File: config.mk
export PLATFORM = sky130hd
export DESIGN_NAME = mem_access_unit_flat
export DESIGN_NICKNAME = d
export VERILOG_FILES = /design/src/rtl/mem_pkg.sv /design/src/rtl/mem_access_unit_if.sv /design/src/rtl/load_lane_extend.sv /design/src/rtl/mem_access_unit.sv /design/src/flat_wrapper.sv
export SDC_FILE = /design/constraint.sdc
export NUM_CORES = 1
export LEC_CHECK = 0
export CAP_MARGIN = 10
export CELL_PAD_IN_SITES_DETAIL_PLACEMENT = 1
export CELL_PAD_IN_SITES_GLOBAL_PLACEMENT = 2
export CORE_MARGIN = 4
export CORE_UTILIZATION = 26
export DETAILED_ROUTE_END_ITERATION = 10
export PLACE_DENSITY_LB_ADDON = 0.1
export SKIP_CTS_REPAIR_TIMING = 1
export SLEW_MARGIN = 20
export SYNTH_ARGS = -nofsm -noshare
export SYNTH_HDL_FRONTEND = slang
export SYNTH_SLANG_ARGS = --single-unit
File: constraint.sdc
create_clock -name clk -period 2.3 [get_ports clk]
set_clock_uncertainty 0.2 [all_clocks]
set_input_delay 0.46 -clock clk [delete_from_list [all_inputs] [get_ports clk]]
set_output_delay 0.46 -clock clk [all_outputs]
set_load 0.1 [all_outputs]
File: src/rtl/mem_pkg.sv
// Shared definitions for the MEM-stage data-memory access unit.
//   - access size encodings (SZ_*)
//   - 2-bit FSM state codes and the enum built on them
//   - byte-enable constants for word / low half / high half
package mem_pkg;

    localparam logic [1:0] SZ_B = 2'b00;
    localparam logic [1:0] SZ_H = 2'b01;
    localparam logic [1:0] SZ_W = 2'b10;

    localparam logic [1:0] S_IDLE   = 2'd0;
    localparam logic [1:0] S_ISSUE  = 2'd1;
    localparam logic [1:0] S_RDWAIT = 2'd2;
    localparam logic [1:0] S_RESP   = 2'd3;

    typedef enum logic [1:0] {
        IDLE   = S_IDLE,
        ISSUE  = S_ISSUE,
        RDWAIT = S_RDWAIT,
        RESP   = S_RESP
    } state_t;

    localparam logic [3:0] BE_ALL = 4'b1111;
    localparam logic [3:0] BE_LO  = 4'b0011;
    localparam logic [3:0] BE_HI  = 4'b1100;

endpackage

File: src/rtl/mem_access_unit_if.sv
// Bundle of the pipeline request/response handshake and the data-memory bus.
//   slave  : the access unit's view (takes requests, drives memory)
//   master : the environment's view (pipeline + memory model)
interface mem_access_unit_if #(
    parameter int WIDTH_D = 32,
    parameter int WIDTH_A = 32
);
    // pipeline request
    logic               req_valid;
    logic               req_ready;
    logic               req_we;
    logic [1:0]         req_size;
    logic               req_unsigned;
    logic [WIDTH_A-1:0] req_addr;
    logic [WIDTH_D-1:0] req_wdata;
    // pipeline response
    logic               rsp_valid;
    logic               rsp_ready;
    logic [WIDTH_D-1:0] rsp_rdata;
    logic               rsp_err;
    // data memory
    logic               mem_req;
    logic               mem_gnt;
    logic               mem_we;
    logic [3:0]         mem_be;
    logic [WIDTH_A-3:0] mem_addr;
    logic [WIDTH_D-1:0] mem_wdata;
    logic               mem_rvalid;
    logic [WIDTH_D-1:0] mem_rdata;

    modport slave (
        input  req_valid, req_we, req_size, req_unsigned, req_addr, req_wdata,
        output req_ready,
        input  rsp_ready,
        output rsp_valid, rsp_rdata, rsp_err,
        output mem_req, mem_we, mem_be, mem_addr, mem_wdata,
        input  mem_gnt, mem_rvalid, mem_rdata
    );

    modport master (
        output req_valid, req_we, req_size, req_unsigned, req_addr, req_wdata,
        input  req_ready,
        output rsp_ready,
        input  rsp_valid, rsp_rdata, rsp_err,
        input  mem_req, mem_we, mem_be, mem_addr, mem_wdata,
        output mem_gnt, mem_rvalid, mem_rdata
    );
endinterface

File: src/rtl/load_lane_extend.sv
// Load-data lane select and extension (combinational).
//   rdata       : raw memory word
//   lane        : byte offset addr[1:0] of the access
//   size        : SZ_B / SZ_H / SZ_W
//   is_unsigned : zero-extend instead of sign-extend
//   data        : right-justified, extended load value
module load_lane_extend
    import mem_pkg::*;
(
    input  logic [31:0] rdata,
    input  logic [1:0]  lane,
    input  logic [1:0]  size,
    input  logic        is_unsigned,
    output logic [31:0] data
);
    logic [31:0] sh;

    always_comb begin
        sh = rdata >> {lane, 3'b000};
        case (size)
            SZ_B:    data = {{24{sh[7]  & ~is_unsigned}}, sh[7:0]};
            SZ_H:    data = {{16{sh[15] & ~is_unsigned}}, sh[15:0]};
            // word accesses are aligned, so lane is 0 and sh == rdata
            default: data = sh;
        endcase
    end
endmodule

File: src/rtl/mem_access_unit.sv
// MEM-stage data-memory access unit.
//   clk, rst_n : clock, asynchronous active-low reset
//   bus        : request/response handshake to the pipeline and
//                request/grant + read-valid bus to a synchronous data memory
// One access in flight at a time: IDLE -> ISSUE -> (RDWAIT) -> RESP -> IDLE.
// Misaligned / illegal-size requests jump straight to RESP with rsp_err.
module mem_access_unit
    import mem_pkg::*;
#(
    parameter int WIDTH_D = 32,
    parameter int WIDTH_A = 32
) (
    input  logic            clk,
    input  logic            rst_n,
    mem_access_unit_if.slave bus
);
    state_t             state, state_nxt;
    logic               err_in;
    logic [3:0]         be_pk;
    logic [WIDTH_D-1:0] wdata_pk;
    logic [WIDTH_D-1:0] ld_data;
    logic [1:0]         lane_q;
    logic [1:0]         size_q;
    logic               uns_q;

    // Alignment check and store packing on the incoming request.
    always_comb begin
        err_in   = (bus.req_size == 2'b11) ||
                   (bus.req_size == SZ_H && bus.req_addr[0]) ||
                   (bus.req_size == SZ_W && bus.req_addr[1:0] != 2'b00);
        be_pk    = BE_ALL;
        wdata_pk = bus.req_wdata;
        case (bus.req_size)
            SZ_B: begin
                be_pk    = 4'b0001 << bus.req_addr[1:0];
                wdata_pk = {4{bus.req_wdata[7:0]}};
            end
            SZ_H: begin
                be_pk    = bus.req_addr[1] ? BE_HI : BE_LO;
                wdata_pk = {2{bus.req_wdata[15:0]}};
            end
            default: ;
        endcase
    end

    always_ff @(posedge clk or negedge rst_n) begin
        if (!rst_n) state <= IDLE;
        else        state <= state_nxt;
    end

    always_comb begin
        state_nxt = state;
        case (state)
            IDLE:    if (bus.req_valid)  state_nxt = err_in ? RESP : ISSUE;
            ISSUE:   if (bus.mem_gnt)    state_nxt = bus.mem_we ? RESP : RDWAIT;
            RDWAIT:  if (bus.mem_rvalid) state_nxt = RESP;
            RESP:    if (bus.rsp_ready)  state_nxt = IDLE;
            default: state_nxt = IDLE;
        endcase
    end

    assign bus.req_ready = (state == IDLE);

    load_lane_extend u_ext (
        .rdata       (bus.mem_rdata),
        .lane        (lane_q),
        .size        (size_q),
        .is_unsigned (uns_q),
        .data        (ld_data)
    );

    always_ff @(posedge clk or negedge rst_n) begin
        if (!rst_n) begin
            bus.mem_req   <= 1'b0;
            bus.mem_we    <= 1'b0;
            bus.mem_be    <= '0;
            bus.mem_addr  <= '0;
            bus.mem_wdata <= '0;
            bus.rsp_valid <= 1'b0;
            bus.rsp_rdata <= '0;
            bus.rsp_err   <= 1'b0;
            lane_q        <= '0;
            size_q        <= '0;
            uns_q         <= 1'b0;
        end else begin
            case (state)
                IDLE: if (bus.req_valid) begin
                    bus.mem_we    <= bus.req_we;
                    bus.mem_be    <= be_pk;
                    bus.mem_addr  <= bus.req_addr[WIDTH_A-1:2];
                    bus.mem_wdata <= wdata_pk;
                    lane_q        <= bus.req_addr[1:0];
                    size_q        <= bus.req_size;
                    uns_q         <= bus.req_unsigned;
                    // an error never reaches the memory
                    bus.mem_req   <= ~err_in;
                    bus.rsp_valid <= err_in;
                    bus.rsp_err   <= err_in;
                    bus.rsp_rdata <= '0;
                end
                ISSUE: if (bus.mem_gnt) begin
                    bus.mem_req <= 1'b0;
                    if (bus.mem_we) bus.rsp_valid <= 1'b1;
                end
                RDWAIT: if (bus.mem_rvalid) begin
                    bus.rsp_rdata <= ld_data;
                    bus.rsp_valid <= 1'b1;
                end
                RESP: if (bus.rsp_ready) bus.rsp_valid <= 1'b0;
                default: ;
            endcase
        end
    end
endmodule
File: src/flat_wrapper.sv
// flat-port wrapper written by rule: the top's interface ports become plain ports
module mem_access_unit_flat import mem_pkg::*;
#(
    parameter int WIDTH_D = 32,
    parameter int WIDTH_A = 32
)
  (clk, rst_n, bus_req_valid, bus_req_we, bus_req_size, bus_req_unsigned, bus_req_addr, bus_req_wdata, bus_req_ready, bus_rsp_ready, bus_rsp_valid, bus_rsp_rdata, bus_rsp_err, bus_mem_req, bus_mem_we, bus_mem_be, bus_mem_addr, bus_mem_wdata, bus_mem_gnt, bus_mem_rvalid, bus_mem_rdata);
  mem_access_unit_if #(.WIDTH_D(WIDTH_D), .WIDTH_A(WIDTH_A)) bus_i ();
  input  logic clk;
  input  logic rst_n;
  input wire logic [$bits(bus_i.req_valid)-1:0] bus_req_valid;
  input wire logic [$bits(bus_i.req_we)-1:0] bus_req_we;
  input wire logic [$bits(bus_i.req_size)-1:0] bus_req_size;
  input wire logic [$bits(bus_i.req_unsigned)-1:0] bus_req_unsigned;
  input wire logic [$bits(bus_i.req_addr)-1:0] bus_req_addr;
  input wire logic [$bits(bus_i.req_wdata)-1:0] bus_req_wdata;
  output wire logic [$bits(bus_i.req_ready)-1:0] bus_req_ready;
  input wire logic [$bits(bus_i.rsp_ready)-1:0] bus_rsp_ready;
  output wire logic [$bits(bus_i.rsp_valid)-1:0] bus_rsp_valid;
  output wire logic [$bits(bus_i.rsp_rdata)-1:0] bus_rsp_rdata;
  output wire logic [$bits(bus_i.rsp_err)-1:0] bus_rsp_err;
  output wire logic [$bits(bus_i.mem_req)-1:0] bus_mem_req;
  output wire logic [$bits(bus_i.mem_we)-1:0] bus_mem_we;
  output wire logic [$bits(bus_i.mem_be)-1:0] bus_mem_be;
  output wire logic [$bits(bus_i.mem_addr)-1:0] bus_mem_addr;
  output wire logic [$bits(bus_i.mem_wdata)-1:0] bus_mem_wdata;
  input wire logic [$bits(bus_i.mem_gnt)-1:0] bus_mem_gnt;
  input wire logic [$bits(bus_i.mem_rvalid)-1:0] bus_mem_rvalid;
  input wire logic [$bits(bus_i.mem_rdata)-1:0] bus_mem_rdata;
  assign bus_i.req_valid = bus_req_valid;
  assign bus_i.req_we = bus_req_we;
  assign bus_i.req_size = bus_req_size;
  assign bus_i.req_unsigned = bus_req_unsigned;
  assign bus_i.req_addr = bus_req_addr;
  assign bus_i.req_wdata = bus_req_wdata;
  assign bus_req_ready = bus_i.req_ready;
  assign bus_i.rsp_ready = bus_rsp_ready;
  assign bus_rsp_valid = bus_i.rsp_valid;
  assign bus_rsp_rdata = bus_i.rsp_rdata;
  assign bus_rsp_err = bus_i.rsp_err;
  assign bus_mem_req = bus_i.mem_req;
  assign bus_mem_we = bus_i.mem_we;
  assign bus_mem_be = bus_i.mem_be;
  assign bus_mem_addr = bus_i.mem_addr;
  assign bus_mem_wdata = bus_i.mem_wdata;
  assign bus_i.mem_gnt = bus_mem_gnt;
  assign bus_i.mem_rvalid = bus_mem_rvalid;
  assign bus_i.mem_rdata = bus_mem_rdata;
  mem_access_unit #(.WIDTH_D(WIDTH_D), .WIDTH_A(WIDTH_A)) u_core (.clk(clk), .rst_n(rst_n), .bus(bus_i));
endmodule
After elaboration in Yosys (flattened, before gate mapping) --
Index checks and enable logic that the tools add are counted. W data, S select, Z words.
Cells by class: shift operators 2, eq/ne operators 12, reduce and logical (&&, ||, !) cells 15, bitwise gates (word level) 4, multiplexer cells 23
Operators by type and width (count):
- $pmux W32 S2 | 3
- $mux W32 | 2
- $shr A32 B5 Y32 | 1
- $mux W2 | 5
- $eq A2 B2 Y1 const B | 4
- $mux W1 | 8
- $ne A2 B2 Y1 const B | 4
- $pmux W2 S4 | 1
- $pmux W4 S2 | 1
- $eq A2 B1 Y1 const B | 3
- $logic_not A2 Y1 | 3
- $reduce_and A3 Y1 | 2
- $reduce_bool A2 Y1 | 3
- $reduce_and A5 Y1 | 1
- $mux W4 | 1
- $pmux W1 S4 | 1
- $reduce_and A4 Y1 | 1
- $shl A1 B2 Y4 const A | 1
- $and A1 B1 Y1 | 2
- $logic_and A1 B1 Y1 | 2
- $logic_or A1 B1 Y1 | 2
- $ne A2 B1 Y1 const B | 1
- $not A1 Y1 | 2
- $pmux W1 S2 | 1
- $reduce_and A2 Y1 | 1
Word-level totals: output and inout port bits 103, input port bits 106, register bits 109, word-level logic and storage cells 68

Logic depth before layout (Yosys ltp) --
word-level depth 7, depth in mapped cells 9, depth with buffers taken out 6

Modules after synthesis --
From an unflattened synthesis, not the netlist that was laid out.
Unflattened totals: cells, all modules 450, area, all modules 5246.3 sq um
Modules (own cells, without submodules):
- mem_access_unit | instances 1, area each 4478.0 sq um, cells an instance 347, seq. area each 2727.6 sq um
- load_lane_extend | instances 1, area each 768.2 sq um, cells an instance 103, seq. area each 0.0 sq um

Worst setup path before layout --
Ideal clock, no wire load.
kind register to register, from reg u_core.state[0], to reg u_core.bus.rsp_rdata[24], setup slack -0.663 ns, period minus slack after synthesis 2.963 ns, library setup time 0.127 ns, data arrival time 2.637 ns, data required time 1.973 ns, buffers on the path 3, stages on the path, launching flop included 10, cell sequence dfrtp_1 -> inv_1 -> ha_1 -> buf_2 -> nor2b_2 -> nand3b_4 -> nor4bb_1 -> buf_4 -> buf_6 -> a221o_1
Between the ends: cells in the longest elaborated chain, start to end 3, elaborated cells between the ends (all ways) 7, those cells by class 3 x eq/ne; 1 x mux; 3 x reduce/logical
Ends and longest elaborated chain:
- start: declaration | line mem_access_unit.sv:17 | state_t state, state_nxt;
- start signal: assignment | line mem_access_unit.sv:48 | else state <= state_nxt;
- $logic_not A2 Y1 *
- via bus_req_ready | line flat_wrapper.sv:17 | output wire logic [$bits(bus_i.req_ready)-1:0] bus_req_ready;
- $ne A2 B2 Y1 (no line) / $reduce_bool A2 Y1 (equally long branches)
- $reduce_and A3 Y1 (no line)
- end signal: assignment | line mem_access_unit.sv:106 | bus.rsp_rdata <= ld_data;
- end: declaration | line mem_access_unit_if.sv:35 | output rsp_valid, rsp_rdata, rsp_err,
Mark *: on every way through the listed nets, which the timed path passes. The rest lies on a longest branch. A chain may end at the register's enable or synchronous reset.

Worst setup path in the final report --
from reg u_core.state[1], to reg u_core.bus.rsp_rdata[24]
Between the ends: cells in the longest elaborated chain, start to end 3, elaborated cells between the ends (all ways) 7, those cells by class 3 x eq/ne; 1 x mux; 3 x reduce/logical
Ends and longest elaborated chain:
- $eq A2 B2 Y1 / $logic_not A2 Y1 (equally long branches) | line mem_access_unit.sv:86 | case (state)
- $ne A2 B2 Y1 (no line) / $reduce_bool A2 Y1 (equally long branches)
- $reduce_and A3 Y1 (no line)
Several ways; a longest one is shown, not always the timed one.

==> flow_summary.yaml <==
setup_path:
  endpoint_kind: "flop"
  path_cells: "inv_2, ha_4, nor2b_4, nand3b_4, nor3_2, a221o_1"
  timing.reg2reg.setup_slack_ns: 0.15
  critPathBufInv: 1
  worstRegToRegCells: 6
  r2r-end: "u_core.bus.rsp_rdata[24]$_DFFE_PN0P_"
  critPathMaxStageDelay_ns: 0.52
  startpoint_type: "flop"
  required_ns: 2.39
  cpLargestDelayFamily: "simple AND/OR/NAND/NOR gates"
  r2r_start: "u_core.state[1]$_DFFE_PN0P_"
  critPathArrivalTime_ns: 2.23
  crit_slowest_cell: "sky130_fd_sc_hd__nor3_2"
  timing.setup.critical_path_class: "flop to flop"
  timing.critical_path.fanout_max: 9
clocking:
  clock_sink_count: 109
  worstSkewPairLatency_ns: 0.35
  cts_buffers: 9
  cts.htree.levels: 3
  cts_tree: "built"
  clock-root-buffer: "sky130_fd_sc_hd__clkbuf_16"
  clock_transition_at_path_regs_ns: 0.08
  clock_tree.buffer_depth: 2
logic_synthesis:
  yosys_register_bits: 109
  syn_inst: 432
  cell_area_after_synthesis_um2: 5110
  syn_area_per_cell_um2: 11.83
  post_synthesis_cell_type_count: 37
  synth-seq-area-share: 0.5338
  yosysWarnings: 0
  nets_in_the_synthesized_netlist: 542
layout:
  multiInputGateArea_um2: 2245
  layout.cells.most_common: "sky130_fd_sc_hd__buf_4"
  highest_count_cells_in_the_layout_ignoring_fill_and_taps: "sky130_fd_sc_hd__buf_4 (125), sky130_fd_sc_hd__dfrtp_1 (109), sky130_fd_sc_hd__clkdlybuf4s50_1 (104)"
  ff_latch_area_um2: 2728
  diodes: 0
  nets: 757
  layout_fillers: 2156
  layout-area-overhead-vs-synth_pct: 51.91
  drive_gt1_frac: 0.3344
min_path:
  min-delay-start: "u_core.bus.mem_wdata[8]$_DFFE_PN0P_"
  hold-path-cell-count: 2
  hold_path_class: "flop to flop"
  hold_worst_path_end: "u_core.bus.mem_wdata[8]$_DFFE_PN0P_"
global_route:
  grt.met3_usage: 0.05698
  globalRoute.totalOverflow: 0
  pin_count_of_the_biggest_net_entering_global_routing: 46
  grt_util_all_layers: 0.1479
  grt.busiest_layer: "met2"
  grtUsageMet1: 0.1822
  number_of_global_route_vias_before_repair: 4545
  met2_usage: 0.2414
  grt_pass1_wl_mm: 25.83
  initial_antenna_violation_count: 1
route:
  detail_route.first_pass.iterations: 4
  wl_per_cell_um: 17.88
  via_count: 4207
  vias_per_cell: 4.588
  drc: 0
  postRouteAntennaNets: 0
  wirelength_mm: 16.40
  drt-initial-drc-count: 91
floorplan:
  core-area_um2: 19400
  die_height_um: 148.2
  boundaryPins: 209
  die-width_um: 148.2
  die_area_um2: 21960
  core.rowCount: 51
  initial_core_util: 0.2634
place:
  final_replace_weighted_congestion: 0.7719
  io_buffer_count: 208
  detailedPlace.worstSlack_ns: -0.07756
  dp.final_hpwl_mm: 12.58
job:
  maxCapViolations: 0
timing:
  period_utilization_post_route: 0.9337
  postLayoutSetupSlackWorst_ns: 0.1526
  total_count_of_max_transition_violations_in_the_final_report: 0
  worst-slew-pin-transition_ns: 0.5894
  fmax_mhz: 465.7
  grt_setup_unrepaired: "no"
  setup_viol_count_final: 0
  relSlewSlack: 0.6049
  timing.final.crit_period_ns: 2.147
  hold_viol: 0
status:
  run_status: "complete, no violations"
## layer usage
metal | routed length (um) | part of all wire | up-vias
met1 | 6810 | 0.42 | 2070
met2 | 7940 | 0.48 | 123
met3 | 1389 | 0.085 | 13
li1 | - | - | 1999
met4 | 247 | 0.015 | 2
met5 | 13 | 0.00079 | -
## worst min-delay path, delay by kind of cell, from the launching register on
kind	cells	cell delay, ns
flops	1	0.35
compound gates	1	0.06
simple gates	1	0.05
## through the flow
step / std cells / cell area [um2] / hold WS, ns / setup TNS (ns) / util
floorplan: 432 / 5134 / -0.03559 / 0 / -
global placement: 900 / 7442 / 0.1998 / -0.1821 / 0.3836
detailed placement: 900 / 7442 / 0.2073 / -1.306 / 0.3836
CTS: 916 / 7745 / -0.1806 / 0 / 0.3993
global route: 917 / 7762 / 0.3211 / 0 / 0.4002
finish: 917 / 7762 / 0.2858 / 0 / 0.4002
## final cells by class
| type | instances | area share |
|---|---|---|
| clock buffer | 9 | 0.02901 |
| clock inverter | 7 | 0.009994 |
| inverter | 7 | 0.003385 |
| multi-input combinational | 283 | 0.2892 |
| sequential | 109 | 0.3514 |
| tap | 265 | 0.04271 |
| timing repair buffer | 237 | 0.2743 |
## cells by family after synthesis
| family | after synthesis | synth area share |
|---|---|---|
| flops | 109 | 0.5338 |
| compound gates | 107 | 0.1401 |
| mux | 96 | 0.2062 |
| simple gates | 76 | 0.07493 |
| buf+inv | 40 | 0.03526 |
| fa+ha+maj | 4 | 0.009795 |
## sequential cells by signal (all words and copies together), names as in the netlist
register and cells:
u_core.state 2, u_core.bus.mem_addr 30, u_core.bus.rsp_err 1, u_core.bus.mem_wdata 32, u_core.bus.rsp_rdata 32, u_core.uns_q 1
u_core.size_q 2, u_core.bus.mem_be 4, u_core.bus.mem_req 1, u_core.lane_q 2, u_core.bus.rsp_valid 1, u_core.bus.mem_we 1
## worst max path at each step
stage,startpoint,to,slack [ns],cells after the start
finish,u_core.state[1]$_DFFE_PN0P_,u_core.bus.rsp_rdata[24]$_DFFE_PN0P_,0.15,6
global route,u_core.state[1]$_DFFE_PN0P_,u_core.bus.rsp_rdata[31]$_DFFE_PN0P_,0.008,6
CTS,u_core.state[1]$_DFFE_PN0P_,u_core.bus.rsp_rdata[14]$_DFFE_PN0P_,0.05,5
detailed placement,bus_mem_rdata[15],u_core.bus.rsp_rdata[16]$_DFFE_PN0P_,-0.08,6
global placement,bus_mem_rdata[15],u_core.bus.rsp_rdata[31]$_DFFE_PN0P_,-0.01,6
floorplan,u_core.state[0]$_DFFE_PN0P_,u_core.bus.rsp_rdata[24]$_DFFE_PN0P_,0.02,9
## synth_stat cells
| cell type | count | area, um2 |
|---|---|---|
| sky130_fd_sc_hd__dfrtp_1 | 109 | 2728 |
| sky130_fd_sc_hd__mux2_2 | 54 | 608.1 |
| sky130_fd_sc_hd__mux2i_1 | 40 | 400.4 |
| sky130_fd_sc_hd__o21ai_0 | 40 | 200.2 |
| sky130_fd_sc_hd__nand2_1 | 31 | 116.4 |
| sky130_fd_sc_hd__a21oi_1 | 27 | 135.1 |
| sky130_fd_sc_hd__nor2_1 | 24 | 90.09 |
| sky130_fd_sc_hd__clkbuf_1 | 18 | 67.56 |
| sky130_fd_sc_hd__a221o_1 | 16 | 160.2 |
| sky130_fd_sc_hd__o2bb2ai_1 | 15 | 131.4 |
| sky130_fd_sc_hd__buf_2 | 9 | 45.04 |
| sky130_fd_sc_hd__nand3b_1 | 9 | 67.56 |
| sky130_fd_sc_hd__inv_1 | 7 | 26.28 |
| sky130_fd_sc_hd__ha_1 | 4 | 50.05 |
| sky130_fd_sc_hd__buf_1 | 3 | 11.26 |
| sky130_fd_sc_hd__buf_6 | 2 | 22.52 |
| sky130_fd_sc_hd__mux4_2 | 2 | 45.04 |
| sky130_fd_sc_hd__nand2b_1 | 2 | 12.51 |
| sky130_fd_sc_hd__nor2b_1 | 2 | 12.51 |
| sky130_fd_sc_hd__a2111oi_4 | 1 | 27.53 |
| sky130_fd_sc_hd__a211oi_1 | 1 | 7.510 |
| sky130_fd_sc_hd__a22o_1 | 1 | 8.760 |
| sky130_fd_sc_hd__a31oi_1 | 1 | 6.260 |
| sky130_fd_sc_hd__buf_4 | 1 | 7.510 |
| sky130_fd_sc_hd__nand3_1 | 1 | 5.000 |
| sky130_fd_sc_hd__nand3b_4 | 1 | 20.02 |
| sky130_fd_sc_hd__nor2_4 | 1 | 11.26 |
| sky130_fd_sc_hd__nor2b_2 | 1 | 8.760 |
| sky130_fd_sc_hd__nor3_2 | 1 | 10.01 |
| sky130_fd_sc_hd__nor3b_2 | 1 | 12.51 |
| sky130_fd_sc_hd__nor4bb_1 | 1 | 10.01 |
| sky130_fd_sc_hd__o211ai_1 | 1 | 7.510 |
| sky130_fd_sc_hd__o21ai_1 | 1 | 5.000 |
| sky130_fd_sc_hd__o21ba_2 | 1 | 10.01 |
| sky130_fd_sc_hd__o22a_1 | 1 | 8.760 |
| sky130_fd_sc_hd__o31ai_1 | 1 | 7.510 |
| sky130_fd_sc_hd__or2_2 | 1 | 6.260 |
Power is left out: the tool's default activity adds up to more than one toggle a clock period on the data nets, which glitch-free logic cannot reach.
